### src/rtl/inst_fetch.sv
// Instruction-fetch request stage: issues next_pc on the instruction bus, keeps
// one request outstanding, and buffers the returned word for decode.
module inst_fetch #(
  parameter logic [31:0] RESET_PC = 32'hbfbf_fffc
) (
  input  logic        clk,
  input  logic        rst,
  input  logic [31:0] next_pc,
  input  logic        flush_i,
  output logic        pc_stall_o,
  output logic        inst_req,
  output logic [31:0] inst_addr,
  input  logic        inst_addr_ok,
  input  logic        inst_data_ok,
  input  logic [31:0] inst_rdata,
  output logic        id_valid_o,
  input  logic        id_ready_i,
  output logic [31:0] id_pc_o,
  output logic [31:0] id_inst_o,
  output logic        id_adel_o
);

  typedef enum logic [1:0] {
    ST_REQ  = 2'd0,
    ST_WAIT = 2'd1,
    ST_HOLD = 2'd2,
    ST_DROP = 2'd3
  } state_t;

  state_t      state_r;
  state_t      next_state_s;
  logic [31:0] fetch_pc_r;
  logic        misaligned_s;
  logic        load_fetch_s;
  logic        load_adel_s;
  logic        load_data_s;
  logic        req_s;
  logic        stall_s;

  assign misaligned_s = (next_pc[1:0] != 2'b00);
  assign inst_addr    = next_pc;
  assign inst_req     = req_s;
  assign pc_stall_o   = stall_s;
  // The presented instruction is withdrawn in the very cycle a redirect arrives.
  assign id_valid_o   = rst & ~flush_i & (state_r == ST_HOLD);

  // Next-state, bus request and PC-stall decode.
  always_comb begin
    next_state_s = state_r;
    req_s        = 1'b0;
    stall_s      = 1'b1;
    load_fetch_s = 1'b0;
    load_adel_s  = 1'b0;
    load_data_s  = 1'b0;
    if (!rst) begin
      next_state_s = ST_REQ;
    end else if (flush_i) begin
      stall_s = 1'b0;
      case (state_r)
        ST_REQ:  next_state_s = ST_REQ;
        ST_HOLD: next_state_s = ST_REQ;
        ST_WAIT: next_state_s = inst_data_ok ? ST_REQ : ST_DROP;
        ST_DROP: next_state_s = inst_data_ok ? ST_REQ : ST_DROP;
        default: next_state_s = ST_REQ;
      endcase
    end else begin
      case (state_r)
        ST_REQ: begin
          if (misaligned_s) begin
            // AdEL: no bus access, the faulting PC goes straight to decode.
            stall_s      = 1'b0;
            load_adel_s  = 1'b1;
            next_state_s = ST_HOLD;
          end else begin
            req_s = 1'b1;
            if (inst_addr_ok) begin
              stall_s      = 1'b0;
              load_fetch_s = 1'b1;
              next_state_s = ST_WAIT;
            end else begin
              next_state_s = ST_REQ;
            end
          end
        end
        ST_WAIT: begin
          if (inst_data_ok) begin
            load_data_s  = 1'b1;
            next_state_s = ST_HOLD;
          end else begin
            next_state_s = ST_WAIT;
          end
        end
        ST_HOLD: begin
          if (id_ready_i) begin
            next_state_s = ST_REQ;
          end else begin
            next_state_s = ST_HOLD;
          end
        end
        ST_DROP: begin
          if (inst_data_ok) begin
            next_state_s = ST_REQ;
          end else begin
            next_state_s = ST_DROP;
          end
        end
        default: next_state_s = ST_REQ;
      endcase
    end
  end

  // State, outstanding-request PC and decode-facing output registers.
  always_ff @(posedge clk) begin
    if (!rst) begin
      state_r    <= ST_REQ;
      fetch_pc_r <= 32'h0000_0000;
      id_pc_o    <= RESET_PC;
      id_inst_o  <= 32'h0000_0000;
      id_adel_o  <= 1'b0;
    end else begin
      state_r <= next_state_s;
      if (load_fetch_s) begin
        fetch_pc_r <= next_pc;
      end
      if (load_adel_s) begin
        id_pc_o   <= next_pc;
        id_inst_o <= 32'h0000_0000;
        id_adel_o <= 1'b1;
      end else if (load_data_s) begin
        id_pc_o   <= fetch_pc_r;
        id_inst_o <= inst_rdata;
        id_adel_o <= 1'b0;
      end
    end
  end

endmodule

### config.mk
export PLATFORM = sky130hd
export DESIGN_NAME = inst_fetch
export DESIGN_NICKNAME = d
export VERILOG_FILES = /design/src/rtl/inst_fetch.sv
export SDC_FILE = /design/constraint.sdc
export NUM_CORES = 1
export LEC_CHECK = 0
export CORE_MARGIN = 2
export CORE_UTILIZATION = 40
export DETAILED_ROUTE_END_ITERATION = 16
export HOLD_SLACK_MARGIN = 0.08
export PLACE_DENSITY = 0.76
export REMOVE_ABC_BUFFERS = 1
export SYNTH_ARGS = -nofsm -noshare
export SYNTH_HDL_FRONTEND = slang
export SYNTH_SLANG_ARGS = --single-unit
### constraint.sdc
create_clock -name clk -period 2.11 [get_ports clk]
set_input_delay 0.633 -clock clk [delete_from_list [all_inputs] [get_ports clk]]
set_output_delay 0.633 -clock clk [all_outputs]
set_load 0.02 [all_outputs]
After elaboration in Yosys (flattened, before gate mapping)
Cells that the tools add are included.
{"block": "totals", "ff_bits": 99, "latchBits": 0, "ramBits": 0, "romBits": 0, "input_bits": 70, "output_inout_bits": 100, "n_memories": 0}
{"block": "classes", "add_sub_neg": 0, "mul": 0, "n_div": 0, "n_lt_le_gt_ge": 0, "eq_ne": 3, "n_shift": 0, "muxes": 34, "n_bitwise": 4, "n_reduce_logical": 6}
{"cell": "$mux 32", "count": 2}
{"cell": "$mux 1", "count": 25}
{"cell": "$mux 2", "count": 5}
{"cell": "$pmux 2 s4", "count": 1}
{"cell": "$reduce_or 2->1", "count": 3}
{"cell": "$eq 2x2->1 const B", "count": 2}
{"cell": "$pmux 2 s2", "count": 1}
{"cell": "$reduce_bool 2->1", "count": 2}
{"cell": "$and 1x1->1", "count": 2}
{"cell": "$eq 2x1->1 const B", "count": 1}
{"cell": "$logic_not 2->1", "count": 1}
{"cell": "$not 1->1", "count": 2}

Longest topological paths before layout
{"block": "depth", "ltp_word": 6, "depth_mapped": 6, "depth_no_buf": 4}

Least setup slack after synthesis
OpenSTA, ideal clock, no wires.
{"block": "synth_path", "kind": "input-to-output", "from": "input next_pc[0]", "to": "output pc_stall_o", "t_arrival_ns": 1.561, "path_slack_ns": -0.084, "cell_stages": 3, "n_path_buf": 0, "path_cell_list": "or2_2 > o21a_1 > o21ai_0"}
{"block": "synth_between", "elab_chain_len": 5}
{"element": "start, declared", "line_no": "8", "text": "input logic [31:0] next_pc,"}
{"element": "$reduce_bool 2->1", "line_no": "40", "text": "assign misaligned_s = (next_pc[1:0] != 2'b00);"}
{"element": "$mux 1", "line_no": "69", "text": "if (misaligned_s) begin"}
{"element": "$mux 1", "line_no": "67", "text": "case (state_r)"}
{"element": "$mux 1", "line_no": "57", "text": "end else if (flush_i) begin"}
{"element": "$mux 1", "line_no": "55", "text": "if (!rst) begin"}
{"element": "end, declared", "line_no": "10", "text": "output logic pc_stall_o,"}
Every way passes these cells.

Final worst setup path
{"block": "layout_path", "from": "input next_pc[10]", "to": "output inst_addr[10]"}
{"element": "end, declared", "line_no": "12", "text": "output logic [31:0] inst_addr,"}
No word-level cell between the ends.

==> summary.txt <==
Post-synth top flop: dfxtp_1
CP max stage delay: 0.49 ns
Area of the die: 0.0110 mm2
Tcrit/Tclk final: 99.5%
Area Overhead vs Synth: 52.1%
Reg2reg end: id_pc_o[30]$_SDFFE_PN0P_
Drt first pass iters: 6
Clock tree buffer depth: 2
Worst r2r src: state_r[1]$_SDFF_PN0_
Worst Reg-to-Reg Cells: 6
Post-synth ARST share: 0%
Post-synth EDFFs: 0
Max Cap Viol: 0
Syn. warnings: 0
Run status: complete, no violations
Worst Path Max Fanout: 2
WP data arrival: 1.47 ns
Initial Util: 41.3%
Crit path kind: in2out
Hold Path Sink: id_inst_o[8]$_SDFFE_PP0P_
Residual DRC count: 0
Hold_sp: id_inst_o[8]$_SDFFE_PP0P_
Worst-path clk slew: 0.08 ns
R2R setup slack: 0.56 ns
Post-synthesis sequential area ratio: 48.9%
Final setup viols: 0
Unique masters post-synth: 32
Commonest non-fill, non-tap cell in the layout: clkdlybuf4s50_1
Worst Tran Pin Value: 0.421 ns
H-tree depth: 3
Cells after Synth: 448
Clock Latency Late Sink: 0.35 ns
Initial antenna violation count: 0
Post-Route WL: 10900 um
Fin util: 62.8%
Rows: 36
Layout cells sized above 1: 14.4%
Placement-stage cell area: 0.00598 mm2
CTS Buf Count: 9
Worst vdd ir: 0.000364 V
Final non-filler cell area: 0.00617 mm2
Final ANT Viol Nets: 0
Wirelength per Cell: 14.3 um
GPL Wtd Cong: 0.758
Core area: 0.00982 mm2
IO Port Bufs: 169
Skew final: 0.0104 ns
CTS tree: built
Vias per cell: 4.83
Levels on crit path: 2
Crit path required time: 1.48 ns
Hold path depth: 2
Rel. slew slack: 72.0%
Number of global-route vias before repair: 3668
Max Clk Rate: 476 MHz
Final HPWL DP: 7810 um
Setup crit end kind: output port
Horiz. Die Dim: 105 um
Net count, final: 691
Slowest CP cell: clkdlybuf4s50_1
Die H: 105 um
Critical path buffer and inverter count: 2
Synth Register Bits: 99
CTS root buf: clkbuf_8
Top Ports: 170
Leakage: 2.74 nW
HP Class: reg2reg
Pwr/cell area: 639 mW/mm2
Crit-path cells: clkdlybuf4s50_1, dlygate4sd2_1
Fin. Hold Viols: 0
Commonest non-fill, non-tap cells in the layout: clkdlybuf4s50_1 (129), dfxtp_1 (99), nand2_1 (69)
Netlist Area Pre-Place: 0.00406 mm2
Detailed Route Iter0 Violations: 197
Final hold slack: 0.455 ns
Avg Cell Area, Syn: 9.05 um2
Ant. Diodes: 0
CP top delay family: buffers and inverters
Slew Limit Fails: 0
RSZ-0062 raised after global routing: no
Total GRT Usage: 19.1%
Clock Sinks: 99
Grt ovf: 0
Largest net degree at the start of global routing: 49
Hold Buf Count CTS: 0
Fin crit period: 2.10 ns
Setup crit start kind: input port
Via count: 3656
First-pass GRT wire length: 17300 um
[state kept, by name (all words and copies together) (netlist names)]
name	count
id_adel_o	1
id_pc_o	32
id_inst_o	32
fetch_pc_r	32
state_r	2
[metal layers]
metal	global-route usage, %	vias to the layer above	part of all wire [%]
met3	2.68	20	3.6
met2	33.8	87	51
met5	0	-	0
li1	-	1831	-
met4	8.10	0	2.4
met1	23.2	1718	43
[Yosys cell counts (2+ instances only)]
cell type	n	area, um2
a31oi_1	29	181
buf_2	12	60.1
mux2i_1	30	300
dfxtp_1	99	1980
a21oi_1	37	185
o22ai_1	28	175
o21ai_0	4	20.0
nor2_1	3	11.3
inv_1	32	120
nand2_1	69	259
buf_4	35	263
o221ai_1	3	26.3
nor2b_1	30	188
nand2b_1	2	12.5
buf_6	6	67.6
clkbuf_1	10	37.5
and3_1	4	25.0
[cell families (layout without fill, tap and decap cells)]
| logic type | after synthesis | after routing | synth area share [%] |
|---|---|---|---|
| buffers and inverters | 95 | 271 | 13.5 |
| flip-flops | 99 | 99 | 48.9 |
| AND/OR/NAND/NOR | 118 | 118 | 14.4 |
| multiplexers | 31 | 31 | 7.68 |
| AO/OA/AOI/OAI | 105 | 105 | 15.6 |
[how the worst max path moves through the flow]
stage                start                      end  slack [ns]
4_1_cts         next_pc[0]               pc_stall_o       -0.11
6_report       next_pc[10]            inst_addr[10]        0.01
3_3_place_gp    next_pc[0]               pc_stall_o       -0.82
3_5_place_dp    next_pc[0]               pc_stall_o       -0.82
2_1_floorplan      flush_i  id_pc_o[0]$_SDFFE_PN0P_       -0.20
5_1_grt        next_pc[17]            inst_addr[17]      0.0001
[per-stage QoR]
step / total power (W) / cells / TNS, ns / worst slack [ns]
final: 0.00394 / 757 / 0 / 0.0113
after detailed placement: 0.00268 / 742 / -27.26 / -0.823
after global placement: 0.00267 / 742 / -20.71 / -0.824
after CTS: 0.00397 / 756 / -0.112 / -0.112
after floorplan: 0.00218 / 385 / -5.48 / -0.201
after global routing: 0.00408 / 757 / 0 / 0.000119
[area by class of cell]
class                   instances  area [um2]
well taps                     133         166
inverters                      32         120
fillers                       877        3650
repair buffers                225        2140
flip-flops and latches         99        1980
clock inverters                 2        60.1
multi-input cells             254        1540
clock buffers                  12         155
[power by group]
group / leakage (nW) / internal, W / switching (W)
sequential: 0.804 / 0.00192 / 0.0000286
clock: 0.109 / 0.000722 / 0.000601
combinational: 1.83 / 0.000358 / 0.000307
total: 2.74 / 0.00300 / 0.000937
[repair_timing]
action / in CTS / in global routing
endpoints found under the setup margin: 35 / 10
pin swaps: 1 / 3
buffers inserted: 0 / 1
resized for setup: 61 / 18
No activity file was read; power rests on OpenSTA's default activity.
